[src/rtl/spi_flash_burst_reader_pkg.sv]
// Shared constants for the SPI NOR flash burst reader.
//   - read opcodes for 3-/4-byte addressing, normal and fast read
//   - filler byte sent during dummy and data phases
//   - engine state encoding
package spi_flash_burst_reader_pkg;

  localparam logic [7:0] OP_READ3   = 8'h03;
  localparam logic [7:0] OP_FAST3   = 8'h0B;
  localparam logic [7:0] OP_READ4   = 8'h13;
  localparam logic [7:0] OP_FAST4   = 8'h0C;
  localparam logic [7:0] DUMMY_BYTE = 8'hFF;

  typedef enum logic [2:0] {
    ST_IDLE,
    ST_CMD,
    ST_ADDR,
    ST_DUMMY,
    ST_DATA,
    ST_END
  } state_t;

  function automatic logic [7:0] read_opcode(input int addr_bytes, input bit fast);
    if (addr_bytes == 4) return fast ? OP_FAST4 : OP_READ4;
    return fast ? OP_FAST3 : OP_READ3;
  endfunction

endpackage

[src/rtl/spi_flash_burst_reader_spi_ctrl.sv]
// Byte-level SPI mode-0 shifter. One byte per handshake, MSB first.
// SCK runs at clk/2: low phase presents MOSI, rising phase samples MISO.
// Ports:
//   clk, reset       system clock, async active-high reset
//   data_tx, valid   byte to send; accepted when valid & ready
//   ready            high while idle; data_rx is the last received byte
//   data_rx          received byte
//   sck, mosi, miso  SPI pins
module spi_flash_burst_reader_spi_ctrl (
  input  logic       clk,
  input  logic       reset,
  input  logic [7:0] data_tx,
  input  logic       valid,
  output logic       ready,
  output logic [7:0] data_rx,
  output logic       sck,
  output logic       mosi,
  input  logic       miso
);

  logic       active;
  logic [2:0] bit_cnt;
  logic [7:0] tx_sh;

  always_ff @(posedge clk or posedge reset) begin
    if (reset) begin
      active  <= 1'b0;
      bit_cnt <= 3'd0;
      tx_sh   <= 8'd0;
      data_rx <= 8'd0;
      sck     <= 1'b0;
    end else if (!active) begin
      sck <= 1'b0;
      if (valid) begin
        active  <= 1'b1;
        tx_sh   <= data_tx;
        bit_cnt <= 3'd0;
      end
    end else if (!sck) begin
      sck     <= 1'b1;
      data_rx <= {data_rx[6:0], miso};
    end else begin
      sck <= 1'b0;
      if (bit_cnt == 3'd7) begin
        active <= 1'b0;
      end else begin
        bit_cnt <= bit_cnt + 3'd1;
        tx_sh   <= {tx_sh[6:0], 1'b0};
      end
    end
  end

  assign ready = !active;
  assign mosi  = tx_sh[7];

endmodule

[src/rtl/spi_flash_burst_reader.sv]
// SPI NOR flash burst read engine: takes one request (address, word count - 1),
// sends opcode + address (+ dummy), then streams WORD_BYTE_LEN-byte words out
// over a valid/ready port. First received byte lands in rdData[7:0].
// Ports:
//   clk, reset                     system clock, async active-high reset
//   spiOut, spiIn, spiClk, spiCs   SPI pins (CS active low)
//   reqAddress, reqWords           request address and word count minus one
//   reqValid, reqReady, reqAbort   request handshake and early termination
//   rdData, rdValid, rdReady       output word stream
//   busy                           high from accept until the CS gap is done
//
// state    | meaning
// ---------+-----------------------------------------------
// ST_IDLE  | CS high, waiting for a request
// ST_CMD   | sending read opcode
// ST_ADDR  | sending address bytes, MSB first
// ST_DUMMY | sending dummy bytes (fast read only)
// ST_DATA  | clocking in data bytes, assembling words
// ST_END   | CS high, counting the inter-burst gap
module spi_flash_burst_reader
  import spi_flash_burst_reader_pkg::*;
#(
  parameter int unsigned WORD_BYTE_LEN  = 4,
  parameter int unsigned ADDR_BYTES     = 3,
  parameter int unsigned FAST_READ      = 0,
  parameter int unsigned DUMMY_BYTES    = 1,
  parameter int unsigned BURST_MAX      = 16,
  parameter int unsigned CS_IDLE_CYCLES = 2
) (
  input  logic                            clk,
  input  logic                            reset,
  output logic                            spiOut,
  input  logic                            spiIn,
  output logic                            spiClk,
  output logic                            spiCs,
  input  logic [ADDR_BYTES*8-1:0]         reqAddress,
  input  logic [$clog2(BURST_MAX)-1:0]    reqWords,
  input  logic                            reqValid,
  output logic                            reqReady,
  input  logic                            reqAbort,
  output logic [WORD_BYTE_LEN*8-1:0]      rdData,
  output logic                            rdValid,
  input  logic                            rdReady,
  output logic                            busy
);

  localparam int unsigned AW = ADDR_BYTES * 8;
  localparam int unsigned WW = WORD_BYTE_LEN * 8;
  localparam int unsigned CW = $clog2(BURST_MAX);

  localparam logic [7:0] OPCODE    = read_opcode(int'(ADDR_BYTES), FAST_READ != 0);
  localparam bit         USE_DUMMY = (FAST_READ != 0) && (DUMMY_BYTES != 0);

  localparam logic [2:0] ADDR_LAST  = 3'(ADDR_BYTES - 1);
  localparam logic [2:0] DUMMY_LAST = 3'((DUMMY_BYTES > 0) ? DUMMY_BYTES - 1 : 0);
  localparam logic [2:0] WORD_LAST  = 3'(WORD_BYTE_LEN - 1);
  localparam logic [7:0] GAP_LAST   = 8'((CS_IDLE_CYCLES > 0) ? CS_IDLE_CYCLES - 1 : 0);

  state_t          state, state_nx;
  logic            pend;
  logic [AW-1:0]   addr_sh;
  logic [CW-1:0]   words_left;
  logic [2:0]      byte_cnt;
  logic [WW-1:0]   asm_data;
  logic            asm_full;
  logic            abort_lat;
  logic [7:0]      gap_cnt;

  logic            tx_valid;
  logic [7:0]      tx_data;
  logic            ctrl_ready;
  logic [7:0]      ctrl_rx;

  logic in_burst, abort_now, rx_done, move, accept, last_byte;

  assign in_burst  = (state == ST_CMD) || (state == ST_ADDR) ||
                     (state == ST_DUMMY) || (state == ST_DATA);
  assign abort_now = abort_lat || reqAbort;
  assign rx_done   = pend && ctrl_ready;
  // An assembled word waits in asm_data until the output slot is free,
  // which gives a two-word buffer without ever dropping a byte.
  assign move      = asm_full && (!rdValid || rdReady);
  assign accept    = reqValid && reqReady;
  assign last_byte = (byte_cnt == 3'd0);

  assign reqReady = (state == ST_IDLE) && !reset;
  assign busy     = (state != ST_IDLE);
  assign spiCs    = !in_burst;

  always_ff @(posedge clk or posedge reset) begin
    if (reset) state <= ST_IDLE;
    else       state <= state_nx;
  end

  always_comb begin
    state_nx = state;
    tx_valid = 1'b0;
    tx_data  = DUMMY_BYTE;
    case (state)
      ST_IDLE: if (accept) state_nx = ST_CMD;
      ST_CMD, ST_ADDR, ST_DUMMY, ST_DATA: begin
        tx_valid = !pend && ctrl_ready && !asm_full && !abort_now;
        if (state == ST_CMD)       tx_data = OPCODE;
        else if (state == ST_ADDR) tx_data = addr_sh[AW-1 -: 8];
        if (rx_done) begin
          case (state)
            ST_CMD:   state_nx = ST_ADDR;
            ST_ADDR:  if (last_byte) state_nx = USE_DUMMY ? ST_DUMMY : ST_DATA;
            ST_DUMMY: if (last_byte) state_nx = ST_DATA;
            default:  ;
          endcase
        end else if (move) begin
          if ((words_left == '0) || abort_now) state_nx = ST_END;
        end else if (abort_now && !pend && !asm_full) begin
          // nothing in flight and no complete word pending: drop the partial word
          state_nx = ST_END;
        end
      end
      ST_END:  if (gap_cnt == 8'd0) state_nx = ST_IDLE;
      default: state_nx = ST_IDLE;
    endcase
  end

  always_ff @(posedge clk or posedge reset) begin
    if (reset) begin
      pend       <= 1'b0;
      addr_sh    <= '0;
      words_left <= '0;
      byte_cnt   <= 3'd0;
      asm_data   <= '0;
      asm_full   <= 1'b0;
      abort_lat  <= 1'b0;
      gap_cnt    <= GAP_LAST;
      rdData     <= '0;
      rdValid    <= 1'b0;
    end else begin
      if (tx_valid)     pend <= 1'b1;
      else if (rx_done) pend <= 1'b0;

      if (!in_burst)     abort_lat <= 1'b0;
      else if (reqAbort) abort_lat <= 1'b1;

      if (accept) begin
        addr_sh    <= reqAddress;
        words_left <= reqWords;
        asm_full   <= 1'b0;
      end

      if (rx_done) begin
        case (state)
          ST_CMD:  byte_cnt <= ADDR_LAST;
          ST_ADDR: begin
            addr_sh  <= addr_sh << 8;
            byte_cnt <= last_byte ? (USE_DUMMY ? DUMMY_LAST : WORD_LAST) : byte_cnt - 3'd1;
          end
          ST_DUMMY: byte_cnt <= last_byte ? WORD_LAST : byte_cnt - 3'd1;
          ST_DATA: begin
            asm_data <= WW'({ctrl_rx, asm_data} >> 8);
            if (last_byte) begin
              asm_full <= 1'b1;
              byte_cnt <= WORD_LAST;
            end else begin
              byte_cnt <= byte_cnt - 3'd1;
            end
          end
          default: ;
        endcase
      end

      if (move) begin
        rdData   <= asm_data;
        rdValid  <= 1'b1;
        asm_full <= 1'b0;
        if (words_left != '0) words_left <= words_left - CW'(1);
      end else if (rdReady) begin
        rdValid <= 1'b0;
      end

      if (state != ST_END)      gap_cnt <= GAP_LAST;
      else if (gap_cnt != 8'd0) gap_cnt <= gap_cnt - 8'd1;
    end
  end

  spi_flash_burst_reader_spi_ctrl u_spi_ctrl (
    .clk     (clk),
    .reset   (reset),
    .data_tx (tx_data),
    .valid   (tx_valid),
    .ready   (ctrl_ready),
    .data_rx (ctrl_rx),
    .sck     (spiClk),
    .mosi    (spiOut),
    .miso    (spiIn)
  );

endmodule

[config.mk]
export PLATFORM = sky130hd
export DESIGN_NAME = spi_flash_burst_reader
export DESIGN_NICKNAME = d
export VERILOG_FILES = /design/src/rtl/spi_flash_burst_reader_pkg.sv /design/src/rtl/spi_flash_burst_reader_spi_ctrl.sv /design/src/rtl/spi_flash_burst_reader.sv
export SDC_FILE = /design/constraint.sdc
export NUM_CORES = 1
export LEC_CHECK = 0
export CELL_PAD_IN_SITES_DETAIL_PLACEMENT = 0
export CELL_PAD_IN_SITES_GLOBAL_PLACEMENT = 1
export CORE_UTILIZATION = 38
export DETAILED_ROUTE_END_ITERATION = 7
export GPL_ROUTABILITY_DRIVEN = 0
export PLACE_DENSITY_LB_ADDON = 0.1
export SYNTH_ARGS = -nofsm -noshare
export SYNTH_HDL_FRONTEND = slang
export SYNTH_SLANG_ARGS = --single-unit
[constraint.sdc]
create_clock -name clk -period 4.2 [get_ports clk]
set_input_delay 0.84 -clock clk [delete_from_list [all_inputs] [get_ports clk]]
set_output_delay 0.84 -clock clk [all_outputs]
set_load 0.02 [all_outputs]
Word-level counts from Yosys, hierarchy flattened
Cells that the tools add are included.
{ "op_classes": {"add_sub_neg": 4, "n_eq_ne": 16, "n_mux": 48, "bitwise": 1, "reduce_logical": 42} }
{ "op_table": {"columns": ["operator", "n"], "rows": [
  ["two-way mux 24 bit", 3],
  ["two-way mux 8 bit", 9],
  ["two-way mux 3 bit", 12],
  ["two-way mux 1 bit", 18],
  ["inequality test 4 bit, second input constant", 4],
  ["two-way mux 4 bit", 3],
  ["one-hot mux 3 bit (2 select lines)", 2],
  ["nonzero test 2 bit", 5],
  ["== test 3 bit, second input constant", 3],
  ["logical AND 1 bit", 9],
  ["one-hot mux 3 bit (3 select lines)", 1],
  ["logical NOT 8 bit", 1],
  ["inequality test 2 bit, second input constant", 4],
  ["nonzero test 8 bit", 1],
  ["subtractor 8 x 1 -> 8 bit, second input constant", 1],
  ["logical NOT 1 bit", 7],
  ["== test 3 x 2 -> 1 bit, second input constant", 2],
  ["logical NOT 3 bit", 2],
  ["logical OR 1 bit", 6],
  ["AND reduction 2 bit", 3],
  ["AND reduction 6 bit", 1],
  ["logical NOT 4 bit", 1],
  ["nonzero test 4 bit", 1],
  ["OR reduction 4 bit", 1],
  ["11 further kinds", 11]
]} }
{ "totals": {"regBits": 131, "inputBits": 34, "out_inout_bits": 38, "elab_cells": 127} }

Depth between registers and ports, before layout
{ "depth": {"word_depth": 8, "depth_mapped": 9, "mapped_depth_nobuf": 7} }

Hierarchy
A second synthesis with hierarchy kept.
{ "hier_totals": {"cells_unflattened": 558, "area_unflattened_um2": 5859.4} }
{ "by_module_without_submodules": {"columns": ["mod", "n_inst", "cells_each", "area_per_inst_um2", "seq_area_each_um2"], "rows": [
  ["spi_flash_burst_reader", 1, 468, 4790.8, 2753.9],
  ["spi_flash_burst_reader_spi_ctrl", 1, 90, 1068.5, 525.5]
]} }

Worst setup path before layout
Ideal clock, no wire load.
{ "synth_timing": {"kind": "input port to flip-flop", "from": "in reset", "to": "reg words_left[2]", "setup_ns": 0.131, "arrival_time_ns": 4.888, "required_time_ns": 4.069, "path_slack_ns": -0.819, "cell_stages": 6, "n_path_buf": 2, "cell_sequence": "inv_1 nand3_1 clkbuf_1 clkbuf_1 o211ai_1 o21ai_0"} }
{ "synth_via": {"elab_chain_cells": 6} }
{ "synth_rtl": {"columns": ["item", "line_no", "source"], "rows": [
  ["start: declaration", "spi_flash_burst_reader.sv:31", "input logic reset,"],
  ["logical NOT 1 bit (no source line) (*)", null, null],
  ["logical AND 1 bit (*)", "spi_flash_burst_reader.sv:86", "assign reqReady = (state == ST_IDLE) && !reset;"],
  ["logical AND 1 bit (*)", "spi_flash_burst_reader.sv:83", "assign accept = reqValid && reqReady;"],
  ["two-way mux 4 bit (*)", "spi_flash_burst_reader.sv:143", "if (accept) begin"],
  ["two-way mux 4 bit", "spi_flash_burst_reader.sv:174", "if (words_left != '0) words_left <= words_left - CW'(1);"],
  ["two-way mux 4 bit (*)", "spi_flash_burst_reader.sv:170", "if (move) begin"],
  ["end signal: assignment", "spi_flash_burst_reader.sv:145", "words_left <= reqWords;"],
  ["end signal: assignment", "spi_flash_burst_reader.sv:174", null],
  ["end: declaration", "spi_flash_burst_reader.sv:62", "logic [CW-1:0] words_left;"]
]} }
Every way passes the cells marked *; elsewhere a longest branch is shown, timed or not.
A chain may end at the register's enable or synchronous reset.

Worst setup path in the final report
{ "layout_timing": {"from": "reg state[2]", "to": "out spiCs"} }
{ "layout_via": {"elab_chain_cells": 5, "word_cells_on_any_way": 8, "classes_between": "eq/ne (4); reduce/logical (4)"} }
{ "layout_rtl": {"columns": ["item", "line_no", "source"], "rows": [
  ["start: declaration", "spi_flash_burst_reader.sv:59", "state_t state, state_nx;"],
  ["start signal: assignment", "spi_flash_burst_reader.sv:92", "else state <= state_nx;"],
  ["== test 3 x 1 -> 1 bit / == test 3 x 2 -> 1 bit (equally long branches)", "spi_flash_burst_reader.sv:76", "assign in_burst = (state == ST_CMD) || (state == ST_ADDR) ||"],
  ["logical OR 1 bit (2 in a row)", "spi_flash_burst_reader.sv:76", null],
  ["logical OR 1 bit (*)", "spi_flash_burst_reader.sv:77", "(state == ST_DUMMY) || (state == ST_DATA);"],
  ["logical NOT 1 bit (*)", null, null],
  ["end: declaration", "spi_flash_burst_reader.sv:35", "output logic spiCs,"]
]} }
Marked as above.

==> metrics <==
outcome=finished clean; CP Launch Type=flip-flop; crit share post-route=approximately four fifths; delay-heaviest family, CP=buffers and inverters; Reg clk slew, reported paths=50 ps; wire per inst=14.4 µm; # fillers=1,425; critical path fanouts, max=14; Sw Ratio=31.1%; crit path kind=reg2out; WL final=between 10,000 and 15,000 µm; Clock power frac=32.7%; setup slack, reg-to-reg=1690 ps; Min-Delay Path Class=reg2reg; Reg-to-Reg Start=gap_cnt[4]; drt pass-1 iters=4; maxcap violations=0; Synth top area share=a little under three fifths; clk sink count=around 130; fin area=0.00711 mm²; final setup vio count=0; P_int=2.97 mW; DR vias=between 4,000 and 5,000; share of post-route cells with drive strength above 1=8.31%; initial antenna violation count=0; Core ar.=~0.015 mm²; # DRC=0; maximum vdd ir drop=299 µV; clock latency on the worst-skew pair=410 ps; crit path capture type=primary output; Synth cell types=43; count of boundary I/O pins=72; GRT Overall Usage=between 15 and 20%; Crit path arrival time=2440 ps; final setup skew=7.45 ps; Buffers & Inverters on Critical Path=2; Net Count, Synth=650; die extent in x=124 µm; Worst Setup SP=state[2]; Final Max Tran Viols=0; leakage=3.50 nW; Synth Register Bits=between 100 and 150; destination of the worst hold path=u_spi_ctrl.tx_sh[0]; Final nets=716; worst-path cell with the longest stage delay=clkdlybuf4s50_1; # diodes=0; critical path's largest stage delay=650 ps; Hold Fails Final Rpt=0; max_slew headroom=between 20% and 30%; Rows=44; Synth area leaders=dfrtp_1, nand2_1, o21ai_0; most numerous cell in the Yosys netlist=nand2_1; largest net degree at the start of global routing=80; first-pass GRT wire length=between 20,000 and 25,000 µm; Area Overhead vs Synth=25.8%; H-Tree Depth=4; register area share after synthesis=just under 60%; Place WS=1140 ps; DP Area=approximately 0.0065 mm²; CTS hold repair buffers=0; hpwl dp=8250 µm; switching power=between 1 and 1.5 mW; FFs w/ async S/R, synth=100%; TritonCTS clock tree=done; vias per cell=4.90; Worst Tran Pin Value=approximately 1200 ps; min Tclk post-route=3280 ps; postcts setup bufs=0; Pwr Total=4.30 mW; Clock Path Buffers=2; Mapped Cells=609; DIE AREA=around 0.015 mm²; Hold Path Origin=u_spi_ctrl.tx_sh[0]; TritonCTS Buffers=17; setup TNS=0 ps; top post-synthesis cells by count=nand2_1, dfrtp_1, o21ai_0, clkbuf_1, nor2_1; initial core utilization=between 30% and 40%; Die Ht=124 µm; RR Endpoint=state[2]; post-CTS sizing=0; Hold Crit Depth=2; Primary FF master, synth=dfrtp_1; Cell Count Post-Placement=840; setup ws final=between 900 and 1000 ps; Mapped Avg Cell Area=9.28 µm²; combinational share of power=25.2%; cell taking the most area after synthesis=dfrtp_1; vias in the first global route=between 4,000 and 5,000; Max Clk Rate=~0.30 GHz; Finished Layout Cells=just under 900; number of DRC markers in iteration 0=240; Syn. warnings=0; P per Cell Area=606 mW/mm²; reg2reg path depth=5; Sequential Power Share=42.0%; CTS root buffer=clkbuf_16; EDFF count, synth=0; Detail Route Antenna Nets=0; Req. time, crit path=3360 ps; IO Port Bufs=71; worst path cell trace=nor3_1 -> inv_1 -> nand2_1 -> clkdlybuf4s50_1; RSZ-0062 raised after global routing=no; Synth Cell Area=about 0.0057 mm²; GRT Residual Overflow=0
==> how the worst max path moves through the flow <==
stage	endpoint	slack (ps)	cells past startpoint
2_1_floorplan	addr_sh[17]	70	6
3_5_place_dp	u_spi_ctrl.tx_sh[2]	1140	4
6_report	spiCs	920	4
3_3_place_gp	rdData[25]	1190	4
5_1_grt	spiCs	730	4
4_1_cts	spiCs	940	4
==> routing by layer <==
metal	track usage, %	part of all wire, %
met1	25.6	50
met2	27.4	45
met3	4.35	3.6
met4	6.92	1.4
met5	0	0
==> power groups by stage <==
| stage | Clock [mW] | Sequential [mW] | Combinational, mW |
|---|---|---|---|
| floorplan | 0 | 1.76 | 0.836 |
| global placement | 0 | 1.82 | 1.06 |
| detailed placement | 0 | 1.83 | 1.09 |
| CTS | 1.44 | 1.81 | 1.10 |
| global route | 1.50 | 1.86 | 1.24 |
| finish | 1.41 | 1.81 | 1.09 |
==> tightest hold or removal path: cells and delay by family (launching register included) <==
| kind | cells | cell delay [ps] |
|---|---|---|
| flip-flops | 1 | 330 |
| AND/OR/NAND/NOR | 1 | 50 |
| AO/OA/AOI/OAI | 1 | 50 |
==> area by class of cell <==
class | count | area [µm²] | area share [%]
Sequential cell | 131 | 3280 | 46.1
Clock buffer | 22 | 494 | 6.95
Inverter | 19 | 75.1 | 1.06
Multi-Input combinational cell | 428 | 2190 | 30.8
Timing Repair Buffer | 78 | 763 | 10.7
Clock inverter | 8 | 77.6 | 1.09
Tap cell | 184 | 230 | 3.24
==> metrics by stage <==
stage	utilization [%]	hold slack (ps)
after floorplan	-	433
after global placement	45.0	453
after detailed placement	45.0	461
after CTS	48.9	475
after global routing	48.9	500
final	48.9	471
==> cell families (layout without fill, tap and decap cells) <==
group / Yosys count / count (layout) / share of synthesized area [%]
simple gates: 307 / 307 / 22.4
flops: 131 / 131 / 58.0
compound gates: 85 / 85 / 9.39
buf+inv: 50 / 127 / 3.34
mux: 26 / 26 / 4.83
fa+ha+maj: 7 / 7 / 1.55
xor+xnor: 3 / 3 / 0.465
==> cell usage in the layout, fill, tap and decap left out, drive strengths merged, types with 5 or more instances in the layout <==
master,instances
a21o,6
a21oi,20
a221oi,7
buf,7
clkbuf,22
clkdlybuf4s50,71
clkinvlp,6
dfrtp,130
ha,7
inv,18
mux2,10
mux2i,16
nand2,241
nand2b,9
nand3,6
nor2,21
nor2b,5
nor3,8
o21ai,33
or3,5
==> registers in the layout, indices dropped and copies added (netlist names), 3 cells and up <==
signal              count
state                   3
asm_data               32
u_spi_ctrl.bit_cnt      3
u_spi_ctrl.data_rx      8
byte_cnt                3
rdData                 32
u_spi_ctrl.tx_sh        8
gap_cnt                 8
addr_sh                24
words_left              4
Note: power is estimated with default switching activity, not from simulation.
